## config.mk

```make
export PLATFORM = sky130hd
export DESIGN_NAME = ee354_project_ssd_capture
export DESIGN_NICKNAME = d
export VERILOG_FILES = /design/src/rtl/ee354_project_defs.sv /design/src/rtl/ee354_project_seg_decode.sv /design/src/rtl/ee354_project_ssd_capture.sv
export SDC_FILE = /design/constraint.sdc
export NUM_CORES = 1
export LEC_CHECK = 0
export BUFFER_PORTS_ARGS = -buffer_cell sky130_fd_sc_hd__buf_2
export CAP_MARGIN = 25
export CELL_PAD_IN_SITES_DETAIL_PLACEMENT = 1
export CELL_PAD_IN_SITES_GLOBAL_PLACEMENT = 1
export CORE_MARGIN = 10
export CORE_UTILIZATION = 52
export DETAILED_ROUTE_END_ITERATION = 10
export GPL_TIMING_DRIVEN = 0
export PLACE_DENSITY = 0.81
export SETUP_SLACK_MARGIN = 0.15
export SYNTH_ARGS = -nofsm -noshare
export SYNTH_HDL_FRONTEND = slang
export SYNTH_HIERARCHICAL = 1
export SYNTH_SLANG_ARGS = --single-unit
```

## constraint.sdc

```tcl
create_clock -name Clk -period 5.5 [get_ports Clk]
set_clock_uncertainty 0.2 [all_clocks]
set_input_delay 0.825 -clock Clk [delete_from_list [all_inputs] [get_ports Clk]]
set_output_delay 0.825 -clock Clk [all_outputs]
set_load 0.01 [all_outputs]
```

## src/rtl/ee354_project_defs.sv

```systemverilog
// Shared 7-segment definitions for the project: cathode table, capture FSM encodings.
// The display driver and the capture monitor both use hex_to_ssd, so the two cannot drift apart.
package ee354_project_defs;

    localparam int NUM_ANODES = 4;

    // Active-low {Ca,Cb,Cc,Cd,Ce,Cf,Cg}
    localparam logic [6:0] SEG_0 = 7'b0000001;
    localparam logic [6:0] SEG_1 = 7'b1001111;
    localparam logic [6:0] SEG_2 = 7'b0010010;
    localparam logic [6:0] SEG_3 = 7'b0000110;
    localparam logic [6:0] SEG_4 = 7'b1001100;
    localparam logic [6:0] SEG_5 = 7'b0100100;
    localparam logic [6:0] SEG_6 = 7'b0100000;
    localparam logic [6:0] SEG_7 = 7'b0001111;
    localparam logic [6:0] SEG_8 = 7'b0000000;
    localparam logic [6:0] SEG_9 = 7'b0000100;
    localparam logic [6:0] SEG_A = 7'b0001000;
    localparam logic [6:0] SEG_B = 7'b1100000;
    localparam logic [6:0] SEG_C = 7'b0110001;
    localparam logic [6:0] SEG_D = 7'b1000010;
    localparam logic [6:0] SEG_E = 7'b0110000;
    localparam logic [6:0] SEG_F = 7'b0111000;

    localparam logic [1:0] ST_SCAN = 2'd0;
    localparam logic [1:0] ST_CONV = 2'd1;
    localparam logic [1:0] ST_DONE = 2'd2;

    function automatic logic [6:0] hex_to_ssd(input logic [3:0] hex);
        logic [6:0] seg;
        case (hex)
            4'h0: seg = SEG_0;
            4'h1: seg = SEG_1;
            4'h2: seg = SEG_2;
            4'h3: seg = SEG_3;
            4'h4: seg = SEG_4;
            4'h5: seg = SEG_5;
            4'h6: seg = SEG_6;
            4'h7: seg = SEG_7;
            4'h8: seg = SEG_8;
            4'h9: seg = SEG_9;
            4'hA: seg = SEG_A;
            4'hB: seg = SEG_B;
            4'hC: seg = SEG_C;
            4'hD: seg = SEG_D;
            4'hE: seg = SEG_E;
            default: seg = SEG_F;
        endcase
        return seg;
    endfunction

endpackage

```

## src/rtl/ee354_project_seg_decode.sv

```systemverilog
// Combinational inverse of hex_to_ssd: 7-bit active-low segment pattern -> {hit, hex}.
module ee354_project_seg_decode
    import ee354_project_defs::*;
(
    input  logic [6:0] seg_i,
    output logic       hit_o,
    output logic [3:0] hex_o
);

    // NOTE: every output gets a default before the loop so no latch is inferred.
    always_comb begin
        hit_o = 1'b0;
        hex_o = 4'd0;
        for (int i = 0; i < 16; i++) begin
            if (seg_i == hex_to_ssd(4'(i))) begin
                hit_o = 1'b1;
                hex_o = 4'(i);
            end
        end
    end

endmodule

```

## src/rtl/ee354_project_ssd_capture.sv

```systemverilog
// Receive-side monitor for the scanned 7-segment bus: recovers per-slot digits,
// rebuilds the displayed decimal value and flags scan, pattern and timeout faults.
module ee354_project_ssd_capture
    import ee354_project_defs::*;
#(
    parameter int STABLE_CYCLES = 16,
    parameter int TIMEOUT       = 2**22
) (
    input  logic       Clk,
    input  logic       Reset,
    input  logic [7:0] An,
    input  logic [7:0] Cath,
    input  logic       Err_Clr,
    output logic [3:0] Digit3,
    output logic [3:0] Digit2,
    output logic [3:0] Digit1,
    output logic [3:0] Digit0,
    output logic [3:0] Digit_Valid,
    output logic [9:0] Value,
    output logic       Frame_Done,
    output logic       Pattern_Err,
    output logic       Stale
);

    localparam int SW = $clog2(STABLE_CYCLES + 1);
    localparam int IW = $clog2(TIMEOUT + 1);
    localparam logic [SW-1:0] STABLE_LAST = SW'(STABLE_CYCLES - 1);
    localparam logic [SW-1:0] STABLE_MAX  = SW'(STABLE_CYCLES);
    localparam logic [IW-1:0] IDLE_LAST   = IW'(TIMEOUT - 1);
    localparam logic [IW-1:0] IDLE_MAX    = IW'(TIMEOUT);

    logic [15:0] sync1_q, sync2_q, prev_q;
    logic [SW-1:0] stable_q, stable_d;
    logic [IW-1:0] idle_q, idle_d;

    logic [NUM_ANODES-1:0][3:0] digit_q, digit_d;
    logic [NUM_ANODES-1:0]      valid_q, valid_d;
    logic [NUM_ANODES-1:0]      seen_q, seen_d;
    logic [2:0][3:0]            shadow_q, shadow_d;

    logic [9:0] acc_q, acc_d;
    logic [1:0] idx_q, idx_d;
    logic [1:0] state_q, state_d;
    logic [9:0] value_q, value_d;
    logic       frame_done_q, frame_done_d;
    logic       pattern_err_q, pattern_err_d;
    logic       stale_q, stale_d;

    logic [7:0] cap_an;
    logic [3:0] an_low;
    logic       capture_pt, upper_ok, slot_blank, slot_onehot;
    logic       bad_an, bad_seg, good_cap, err_set;
    logic [1:0] slot;
    logic       seg_hit;
    logic [3:0] seg_hex;
    logic [3:0] conv_digit;

    // The dwell is judged on the already-stable previous sample, so capture
    // sees the value that has been held for STABLE_CYCLES samples.
    assign cap_an      = prev_q[15:8];
    assign an_low      = ~cap_an[3:0];
    assign capture_pt  = (stable_q == STABLE_LAST);
    assign upper_ok    = (cap_an[7:4] == 4'hF);
    assign slot_blank  = upper_ok && (an_low == 4'd0);
    assign slot_onehot = upper_ok && $onehot(an_low);

    ee354_project_seg_decode u_seg_decode (
        .seg_i (prev_q[7:1]),
        .hit_o (seg_hit),
        .hex_o (seg_hex)
    );

    always_comb begin
        slot = 2'd0;
        for (int i = 0; i < NUM_ANODES; i++) begin
            if (an_low[i]) slot = 2'(i);
        end
    end

    assign bad_an   = capture_pt && !slot_blank && !slot_onehot;
    assign bad_seg  = capture_pt && slot_onehot && !seg_hit;
    assign good_cap = capture_pt && slot_onehot && seg_hit;

    always_comb begin
        if (sync2_q != prev_q) begin
            stable_d = '0;
        end else if (stable_q == STABLE_MAX) begin
            stable_d = stable_q;
        end else begin
            stable_d = stable_q + 1'b1;
        end
    end

    always_comb begin
        case (idx_q)
            2'd2:    conv_digit = shadow_q[2];
            2'd1:    conv_digit = shadow_q[1];
            default: conv_digit = shadow_q[0];
        endcase
    end

    always_comb begin
        digit_d      = digit_q;
        valid_d      = valid_q;
        seen_d       = seen_q;
        shadow_d     = shadow_q;
        acc_d        = acc_q;
        idx_d        = idx_q;
        state_d      = state_q;
        value_d      = value_q;
        frame_done_d = 1'b0;
        stale_d      = stale_q;
        idle_d       = idle_q;
        err_set      = bad_an || bad_seg;

        if (idle_q != IDLE_MAX) idle_d = idle_q + 1'b1;
        if (idle_q == IDLE_LAST && !good_cap) begin
            stale_d = 1'b1;
            valid_d = '0;
            seen_d  = '0;
        end

        case (state_q)
            ST_SCAN: begin
                if (seen_q == 4'hF) begin
                    seen_d   = '0;
                    shadow_d = digit_q[2:0];
                    if (digit_q[2] > 4'd9 || digit_q[1] > 4'd9 || digit_q[0] > 4'd9) begin
                        err_set = 1'b1;
                    end else begin
                        acc_d   = '0;
                        idx_d   = 2'd2;
                        state_d = ST_CONV;
                    end
                end
            end
            ST_CONV: begin
                acc_d = acc_q * 10'd10 + {6'd0, conv_digit};
                idx_d = idx_q - 1'b1;
                if (idx_q == 2'd0) state_d = ST_DONE;
            end
            ST_DONE: begin
                value_d      = acc_q;
                frame_done_d = 1'b1;
                state_d      = ST_SCAN;
            end
            default: state_d = ST_SCAN;
        endcase

        // Captures apply last so a slot landing on the snapshot cycle starts the next frame.
        if (good_cap) begin
            digit_d[slot] = seg_hex;
            valid_d[slot] = 1'b1;
            seen_d[slot]  = 1'b1;
            idle_d        = '0;
            stale_d       = 1'b0;
        end
        if (bad_seg) valid_d[slot] = 1'b0;

        pattern_err_d = err_set ? 1'b1 : (Err_Clr ? 1'b0 : pattern_err_q);
    end

    // NOTE: state uses non-blocking assignments so every register samples pre-edge values.
    // Digit registers are reset too: outputs must read 0 straight out of reset.
    always_ff @(posedge Clk or negedge Reset) begin
        if (!Reset) begin
            sync1_q       <= '0;
            sync2_q       <= '0;
            prev_q        <= '0;
            stable_q      <= '0;
            idle_q        <= '0;
            digit_q       <= '0;
            valid_q       <= '0;
            seen_q        <= '0;
            shadow_q      <= '0;
            acc_q         <= '0;
            idx_q         <= '0;
            state_q       <= ST_SCAN;
            value_q       <= '0;
            frame_done_q  <= 1'b0;
            pattern_err_q <= 1'b0;
            stale_q       <= 1'b0;
        end else begin
            sync1_q       <= {An, Cath};
            sync2_q       <= sync1_q;
            prev_q        <= sync2_q;
            stable_q      <= stable_d;
            idle_q        <= idle_d;
            digit_q       <= digit_d;
            valid_q       <= valid_d;
            seen_q        <= seen_d;
            shadow_q      <= shadow_d;
            acc_q         <= acc_d;
            idx_q         <= idx_d;
            state_q       <= state_d;
            value_q       <= value_d;
            frame_done_q  <= frame_done_d;
            pattern_err_q <= pattern_err_d;
            stale_q       <= stale_d;
        end
    end

    assign Digit3      = digit_q[3];
    assign Digit2      = digit_q[2];
    assign Digit1      = digit_q[1];
    assign Digit0      = digit_q[0];
    assign Digit_Valid = valid_q;
    assign Value       = value_q;
    assign Frame_Done  = frame_done_q;
    assign Pattern_Err = pattern_err_q;
    assign Stale       = stale_q;

endmodule

```

# After elaboration in Yosys (flattened, before gate mapping)
# Cells that the tools add are included.
# classes
n_reduce_logical,27
shifts,0
n_div,0
n_lt_le_gt_ge,5
n_bitwise,5
mul,1
eq_ne,31
addsub,7
n_mux,69
# ops
op,n
4-bit 2-to-1 mux,16
23-bit 2-to-1 mux,2
"7-bit by 6-bit equality test with 1-bit output, second input constant",5
"7-bit equality test, second input constant",4
1-bit 2-to-1 mux,27
"23-bit by 1-bit adder with 23-bit output, second input constant",1
"23-bit by 22-bit equality test with 1-bit output, second input constant",1
"23-bit != test, second input constant",1
10-bit 2-to-1 mux,2
10-bit one-hot mux with 2 select lines,1
2-bit 2-to-1 mux,9
16-bit bitwise mux,1
16-bit != test,1
"7-bit by 3-bit equality test with 1-bit output, second input constant",2
"7-bit by 4-bit equality test with 1-bit output, second input constant",2
"4-bit greater-than comparator, second input constant",3
3-bit 2-to-1 mux,4
10-bit by 4-bit adder with 10-bit output,1
"10-bit by 3-bit multiplier with 9-bit output, second input constant",1
5-bit 2-to-1 mux,2
1-bit logical AND,9
4-bit demux with 2-bit select,1
"4-bit equality test, second input constant",2
"2-bit != test, second input constant",4
27 further kinds,43
# word_totals
latch_bits,0
regBits,139
rom_bits,0
n_memories,0
wordCells,166
ramBits,0
out_inout_bits,33

# Logic depth before layout (Yosys ltp)
# Gate-level depths: netlist (run 1).
# logic_depth
ltp_word,25
mapped_depth,12
depth_no_buf,11

# Cells and area by module
# Netlist (run 1), hierarchy kept.
# modules_own_cells
module,cells_per_inst,area_per_inst_um2,instances,seq_area_each_um2
ee354_project_ssd_capture,500,5870.6,1,3478.3
ee354_project_seg_decode,53,412.9,1,0.0

# Least setup slack after synthesis (run 1)
# OpenSTA, ideal clock, no wires.
# synth_path
path_type,register to register
start,reg prev_q[8]
end,reg digit_q (netlist bit Digit1[0])
stages_incl_launch_ff,10
n_path_buf,0
synth_period_minus_slack_ps,2901
required_time_ps,5175
path_slack_ps,2599
setup_ps,125
arrival_ps,2576
cell_sequence,dfrtp_1 > fa_1 > inv_1 > ha_1 > ha_1 > nor3b_1 > and3_1 > nand2_1 > nor2_2 > mux2_2
# synth_between
elab_chain_cells,7
# synth_lines
element,line,rtl
start: declaration,ee354_project_ssd_capture.sv:32,"logic [15:0] sync1_q, sync2_q, prev_q;"
start signal: assignment,ee354_project_ssd_capture.sv:186,prev_q <= sync2_q;
4-bit inverter,ee354_project_ssd_capture.sv:61,assign an_low = ~cap_an[3:0];
1-bit by 1-bit adder with 2-bit output (not written as such),ee354_project_ssd_capture.sv:65,assign slot_onehot = upper_ok && $onehot(an_low);
2-bit by 2-bit adder with 3-bit output (not written as such),ee354_project_ssd_capture.sv:65,
3-bit by 1-bit equality test with 1-bit output,ee354_project_ssd_capture.sv:65,
1-bit logical AND,ee354_project_ssd_capture.sv:65,
1-bit logical AND (2 in a row),ee354_project_ssd_capture.sv:82,assign good_cap = capture_pt && slot_onehot && seg_hit;
end signal: assignment,ee354_project_ssd_capture.sv:189,digit_q <= digit_d;
end: declaration,ee354_project_ssd_capture.sv:36,"logic [NUM_ANODES-1:0][3:0] digit_q, digit_d;"
# No other way between the ends.
# A chain may end at the register's enable or synchronous reset.

# Worst setup path in the final report (run 1)
# layout_path
start,reg prev_q[9]
end,reg digit_q (netlist bit Digit1[0])
# layout_between
elab_chain_cells,9
word_cells_on_any_way,16
classes_between,add/sub (2); order compare (2); eq/ne (1); mux (6); bitwise (1); reduce/logical (4)
# layout_lines
element,line,rtl
4-bit inverter (*),ee354_project_ssd_capture.sv:61,
1-bit 2-to-1 mux,ee354_project_ssd_capture.sv:76,if (an_low[i]) slot = 2'(i);
2-bit 2-to-1 mux (2 in a row),ee354_project_ssd_capture.sv:76,
2-bit by 3-bit less-than comparator with 1-bit output (not written as such) or 2-bit by 1-bit >= comparator with 1-bit output (tied branches),ee354_project_ssd_capture.sv:152,digit_d[slot] = seg_hex;
1-bit logical AND (not written as such),ee354_project_ssd_capture.sv:152,
4-bit 2-to-1 mux (not written as such),ee354_project_ssd_capture.sv:152,
4-bit demux with 2-bit select,ee354_project_ssd_capture.sv:152,
16-bit bitwise mux,ee354_project_ssd_capture.sv:152,
# Every way passes the cells marked *; elsewhere a longest branch is shown, timed or not.

==> metrics, run 1 <==
status completed; most used cell, CP ha_1; Iteration-0 DRC Markers roughly 270; R2R depth 9; synth unique cells 59; DR vias/cell 5.57; Critical Path RT 5.60 ns; most common cell after layout, fill and taps aside dfrtp_1; gr usage total 0.193; CTS Hold Bufs 0; # DRC 0; Resize count post-CTS 0; CP Cell Sequence fa_1, inv_1, ha_1, ha_1, nor3b_1, and3_1, nand2_1, nor2_2, mux2_2; Fillers 1,262; Seq pwr share 0.451; combinational group share of total power 0.033; Initial Util 0.528; final non-filler cell total a little under 800; relative slew slack 0.583; post-CTS setup buffer count 0; Synth Flop Type dfrtp_1; Final ANT Viol Nets 0; worst-path fanout max 6; nets@finish 671; Post-synth EDFFs 0; row count 40; I/O Buffers 51; most used routing layer in global routing met2; Levels on crit path 9; Die Area 0.0169 mm²; H-tree Lvls 4; maximum vdd drop 0.291 mV; WL final 14,700 µm; fin crit share 0.619; sw frac 0.217; CP delay by family, top simple AND/OR/NAND/NOR gates; final setup fails 0; clock-pin slew on the worst setup and hold paths 0.06 ns; GP Congestion 0.799; #FFs+latches synth ~140; Overflow after GRT 0; Fin. Hold Viols 0; fmax 294 MHz; CP Buf/Inv Count 1; P_int 1.83 mW; first-pass GRT wire length 25,400 µm; unrepaired setup endpoints after global routing false; Power, Total 2.33 mW; GRT met1 Usage 0.211; met3 track demand over resource 0.0454; worst skew pair latency 0.43 ns; CP Launch Type register; CTS Buf Count 17; Slew @ Worst Pin 0.621 ns; Max clock buf depth 2; slowest CP cell fa_1; HP Class in2async; fin. max-slew vios 0; met2 usage 0.349; CTS tree done; syn nets 600; TNS Setup 0 ns; Syn-to-layout area delta 17.4%; YS warnings 6; pin count of the biggest net entering global routing around 110; Sw Pwr 0.506 mW; max-capacitance violation count 0; Power Density 316 mW/mm²; die extent in y 130 µm; Cell Area, Synth about 0.0063 mm²; placed cells 752; Leak Pwr 3.64 nW; Largest stage delay, worst path 0.53 ns; WS Path Type reg2reg; fraction of registers with async set/reset 1.00; CTS Sinks 139; synthesized instance count 553; WL/cell approximately 19 µm; CP Capture Type register; share of post-route cells with drive strength above 1 0.208; register area share after synthesis 0.554; DR vias roughly 4,400; die width 130 µm; most frequent cells in the layout 139 x dfrtp_1, 75 x nand2_1, 52 x nor2_1, 52 x buf_2, 34 x xor2_1; number of global-route vias before repair 4,982; CTS Root Cell clkbuf_16; DP Wirelength 10,200 µm; Worst Path Arrival 3.51 ns; crit path time final 3.40 ns; DR pass1 iterations 4; initial antenna violation count 0; clock power share 0.516; Avg Inst Size Synth 11.4 µm²; I/O Pins 52; antenna cell count 0; area of the core 0.0119 mm²
## metrics by stage
step	utilization	worst slack [ns]	hold slack [ns]	instance area [µm²]
6_report	0.620	2.10	0.0862	7380
5_1_grt	0.620	1.94	0.0985	7380
4_1_cts	0.620	2.09	0.0877	7380
3_5_place_dp	0.567	2.22	0.136	6760
3_3_place_gp	0.564	1.59	0.131	6720
2_1_floorplan	-	2.60	0.131	6280
## layout make-up
type | instances | area [µm²] | area share
clock buffers | 18 | 429 | 0.0582
inverters | 16 | 60.1 | 0.00814
well taps | 147 | 184 | 0.0249
repair buffers | 52 | 289 | 0.0392
multi-input cells | 381 | 2640 | 0.358
plain buffers | 17 | 104 | 0.0141
clock inverters | 13 | 194 | 0.0263
flip-flops and latches | 139 | 3480 | 0.471
## synthesized netlist by cell type, drive strengths merged, types with 8 or more instances
cell | count | area share
dfrtp | 139 | 0.55
nand4 | 10 | 0.015
nor2 | 56 | 0.036
nand2 | 75 | 0.045
xor2 | 34 | 0.047
a21oi | 16 | 0.013
o21ai | 16 | 0.013
clkbuf | 8 | 0.0048
nand3 | 13 | 0.010
ha | 25 | 0.050
nor4 | 12 | 0.015
nand2b | 8 | 0.0080
inv | 16 | 0.0096
xnor2 | 18 | 0.025
buf | 9 | 0.012
mux2 | 22 | 0.039
## metal layers
| metal | routed length (µm) | up-vias |
|---|---|---|
| li1 | - | 2024 |
| met1 | 5820 | 2232 |
| met2 | 8100 | 71 |
| met3 | 450 | 31 |
| met4 | 332 | 0 |
| met5 | 0 | - |
## kinds of logic after synthesis
family / after synthesis / synth area share
AND/OR/NAND/NOR: 217 / 0.180
flip-flops: 139 / 0.554
AO/OA/AOI/OAI: 58 / 0.0607
XOR/XNOR: 53 / 0.0761
buffers and inverters: 33 / 0.0261
adder cells (fa/ha/maj): 28 / 0.0593
multiplexers: 25 / 0.0442
## sequential cells by signal, summed over array words and instances, names as in the netlist, 2 cells and up
name and count:
shadow_q 12, idle_q 23, sync1_q 16, Value 10, idx_q 2, Digit3 4
Digit1 4, acc_q 10, seen_q 4, Digit0 4, state_q 2, Digit2 4
Digit_Valid 4, stable_q 5, prev_q 16, sync2_q 16
## final timing paths
| check | from | end | slack [ns] |
|---|---|---|---|
| setup / recovery | prev_q[9] | Digit1[0] | 2.10 |
| hold / removal | Reset | shadow_q[4] | 0.09 |
| setup reg to reg | prev_q[9] | Digit1[0] | 2.10 |
| hold reg to reg | sync1_q[15] | sync2_q[15] | 0.15 |
| max in group asynchronous | Reset | sync1_q[15] | 4.22 |
| min in group Clk | sync1_q[15] | sync2_q[15] | 0.15 |
## power groups by stage
stage,combinational [mW],sequential (mW),clock (mW)
after global routing,0.0856,1.06,1.28
after detailed placement,0.0767,1.07,0
final,0.0762,1.05,1.20
after floorplan,0.0374,1.07,0
after CTS,0.0782,1.05,1.23
after global placement,0.0698,1.07,0
No activity file was read; power rests on OpenSTA's default activity.
==> run 2, diff against run 1 <==
--- a/config.mk
+++ b/config.mk
@@ -5,15 +5,16 @@
 export SDC_FILE = /design/constraint.sdc
 export NUM_CORES = 1
 export LEC_CHECK = 0
+export ABC_AREA = 1
 export BUFFER_PORTS_ARGS = -buffer_cell sky130_fd_sc_hd__buf_2
 export CAP_MARGIN = 25
 export CELL_PAD_IN_SITES_DETAIL_PLACEMENT = 1
 export CELL_PAD_IN_SITES_GLOBAL_PLACEMENT = 1
 export CORE_MARGIN = 10
-export CORE_UTILIZATION = 52
+export CORE_UTILIZATION = 46
 export DETAILED_ROUTE_END_ITERATION = 10
 export GPL_TIMING_DRIVEN = 0
-export PLACE_DENSITY = 0.81
+export PLACE_DENSITY = 0.76
 export SETUP_SLACK_MARGIN = 0.15
 export SYNTH_ARGS = -nofsm -noshare
 export SYNTH_HDL_FRONTEND = slang
==> constraint.sdc (replaced) <==
create_clock -name Clk -period 3.5 [get_ports Clk]
set_clock_uncertainty 0.2 [all_clocks]
set_input_delay 0.525 -clock Clk [delete_from_list [all_inputs] [get_ports Clk]]
set_output_delay 0.525 -clock Clk [all_outputs]
set_load 0.01 [all_outputs]
==> metrics, run 2 <==
Initial Util 0.471 (was 0.528); Critical Path RT 3.61 ns (was 5.60 ns); CTS Root Cell clkbuf_16 (unchanged); CTS Sinks 139 (unchanged); Power Density 458 mW/mm² (was 316 mW/mm²); Overflow after GRT 0 (unchanged); Fillers 1,665 (was 1,262); unrepaired setup endpoints after global routing false (unchanged); WL/cell 16.3 µm (was 18.8 µm); # DRC 0 (unchanged); worst-path fanout max 10 (was 6); Critical R2R Capture idle_q[1] (was Digit1[0]); Reg-to-Reg Start prev_q[9] (unchanged); first-pass GRT wire length 28,600 µm (was 25,400 µm); Commonest cells post-synth 179 x nand2_1, 139 x dfrtp_1, 101 x inv_1 (was 139 x dfrtp_1, 75 x nand2_1, 52 x nor2_1); antenna cell count 0 (unchanged); DP Wirelength 12,100 µm (was 10,200 µm); maximum vdd drop 0.536 mV (was 0.291 mV); Sw Pwr 0.766 mW (was 0.506 mW); syn nets 796 (was 600); Die Area 0.0194 mm² (was 0.0169 mm²); fin worst setup slack 0.485 ns (was 2.10 ns); number of global-route vias before repair 5,824 (was 4,982); Leak Pwr 3.89 nW (was 3.64 nW); Max clock buf depth 2 (unchanged); final setup fails 0 (unchanged); Seq pwr share 0.464 (was 0.451); Post-synth EDFFs 0 (unchanged); max-capacitance violation count 0 (unchanged); DR vias 5,328 (was 4,358); fraction of registers with async set/reset 1.00 (unchanged); worst skew pair latency 0.42 ns (was 0.43 ns); DR vias/cell 5.19 (was 5.57); GP Congestion 0.846 (was 0.799); Setup crit start prev_q[9] (unchanged); row count 43 (was 40); gr usage total 0.178 (was 0.193); Hold WS 0.0263 ns (was 0.0862 ns); WS Path Type reg2reg (unchanged); register area share after synthesis 0.531 (was 0.554); share of the synthesized area in the top cell type 0.531 (was 0.554); H-tree Lvls 4 (unchanged); clock power share 0.503 (was 0.516); synth top area cells dfrtp_1 53%, nand2_1 10%, inv_1 5.8% (was dfrtp_1 55%, ha_1 5.0%, xor2_1 4.7%); die extent in y 139 µm (was 130 µm); slowest CP cell fa_1 (unchanged); share of post-route cells with drive strength above 1 0.139 (was 0.208); Setup crit end idle_q[1] (was Digit1[0]); CP Cell Sequence fa_1, inv_1, ha_1, ha_1, nor2_1, nand2_1, nor2_4, nand3_4, inv_2, buf_2, nor2_1, nand2_1, nand2_1 (was fa_1, inv_1, ha_1, ha_1, nor3b_1, and3_1, nand2_1, nor2_2, mux2_2); R2R depth 13 (was 9); combinational group share of total power 0.032 (was 0.033); fin crit share 0.862 (was 0.619); CTS tree done (unchanged); pin count of the biggest net entering global routing 78 (was 106); I/O Pins 52 (unchanged); Cell Area, Synth 0.00656 mm² (was 0.00628 mm²); Syn-to-layout area delta 19.1% (was 17.4%); WL final 16,700 µm (was 14,700 µm); synth unique cells 36 (was 59); relative slew slack 0.602 (was 0.583); crit path time final 3.02 ns (was 3.40 ns); DR pass1 iterations 4 (unchanged); HP Class in2reg (was in2async); fmax 332 MHz (was 294 MHz); P_int 2.81 mW (was 1.83 mW); final design utilization 0.560 (was 0.620); die width 139 µm (was 130 µm); YS warnings 6 (unchanged); fin. max-slew vios 0 (unchanged); Synth Flop Type dfrtp_1 (unchanged); Placed Area 0.00707 mm² (was 0.00676 mm²); sw frac 0.214 (was 0.217); area of the core 0.0139 mm² (was 0.0119 mm²); initial antenna violation count 0 (unchanged); Slew @ Worst Pin 0.597 ns (was 0.621 ns); Avg Inst Size Synth 8.75 µm² (was 11.4 µm²); Fin. Hold Viols 0 (unchanged); CP Launch Type register (unchanged); #FFs+latches synth 139 (unchanged); area leader, netlist dfrtp_1 (unchanged); Worst Path Arrival 3.12 ns (was 3.51 ns); design area 0.00781 mm² (was 0.00738 mm²); status completed (unchanged); nets@finish 882 (was 671); clock-pin slew on the worst setup and hold paths 0.06 ns (about the same); CTS Buf Count 17 (unchanged); R2R setup slack 0.48 ns (was 2.10 ns); most common cell after layout, fill and taps aside nand2_1 (was dfrtp_1); Levels on crit path 13 (was 9); Iteration-0 DRC Markers 228 (was 268); I/O Buffers 51 (unchanged); CP Capture Type register (unchanged); dpl ws 0.501 ns (was 2.22 ns); Final ANT Viol Nets 0 (unchanged); most frequent cells in the layout 179 x nand2_1, 139 x dfrtp_1, 101 x inv_1 (was 139 x dfrtp_1, 75 x nand2_1, 52 x nor2_1, 52 x buf_2, 34 x xor2_1); max reg flops 23 (unchanged); Resize count post-CTS 0 (unchanged); Top reg by flops idle_q (unchanged); CP Buf/Inv Count 3 (was 1); synthesized instance count 749 (was 553); CP delay by family, top adder cells (was simple AND/OR/NAND/NOR gates); most used cell, CP nand2_1 (was ha_1); Largest stage delay, worst path 0.53 ns (about the same); cell with the most instances after synthesis nand2_1 (was dfrtp_1)
-- run 2: changes by cell type after synthesis, sizes merged, moves of 22 or more --
cell and delta:
mux2 -22, xor2 -28, o21ai +43, nor2 +22, nand3 +33, nand2 +112
inv +89
-- run 2: worst min path at each step --
stage	start	endpoint	slack, ns	cells after the start
floorplan	Reset	Digit0[0]	0.03	0
global placement	sync1_q[0]	sync2_q[0]	0.13	0
detailed placement	sync1_q[8]	sync2_q[8]	0.14	0
CTS	Cath[0]	sync1_q[0]	0.004	1
global route	Cath[4]	sync1_q[4]	0.005	1
finish	Cath[4]	sync1_q[4]	0.03	1
-- run 2: logic make-up (layout without fill, tap and decap cells) --
| family | count (synthesis) | count (layout) | synth area share |
|---|---|---|---|
| AOI/OAI and AO/OA | 89 | 89 | 0.0735 |
| xor gates and xnor gates | 22 | 22 | 0.0294 |
| adders and majority gates | 28 | 28 | 0.0569 |
| buffers and inverters | 114 | 211 | 0.0660 |
| DFF | 139 | 139 | 0.531 |
| and+or+nand+nor | 357 | 357 | 0.244 |
-- run 2: cell type report --
cell class	count	area, µm²	share of cell area
repair buffers	67	439	0.0562
clock inverters	11	146	0.0187
multi-input cells	496	2650	0.339
inverters	107	402	0.0514
clock buffers	19	443	0.0567
flip-flops and latches	139	3480	0.445
plain buffers	7	31.3	0.00401
well taps	180	225	0.0288
-- run 2: through the flow --
stage                     instances  total power [mW]  TNS (ns)
after detailed placement        981              1.79         0
after CTS                      1026              3.62         0
after floorplan                 749              1.73         0
final                          1026              3.58         0
after global placement          980              1.78    -21.25
after global routing           1026              3.72         0
-- run 2: worst reg2reg max path: cells and delay by family, from the launching register on --
kind / cells / cell delay [ns]
buffers and inverters: 3 / 0.46
DFF: 1 / 0.46
adders and majority gates: 3 / 0.99
and+or+nand+nor: 7 / 0.79
-- run 2: per-layer routing --
metal	vias up	track usage	part of all wire
met5	-	0	0
met4	0	0.0697	0.021
met3	31	0.0425	0.031
met2	82	0.319	0.53
met1	2642	0.198	0.42
li1	2573	-	-
-- run 2: power by group through the flow --
stage          registers, mW  logic (mW)  clock network [mW]
2_1_floorplan           1.68      0.0456                   0
3_3_place_gp            1.68      0.0940                   0
3_5_place_dp            1.69       0.104                   0
4_1_cts                 1.66       0.119                1.84
5_1_grt                 1.66       0.133                1.92
6_report                1.66       0.116                1.80
-- run 2: repair_timing --
item,4_1_cts,5_1_grt
endpoints found under the hold margin,76,0
hold buffers,15,0
setup buffers,0,0
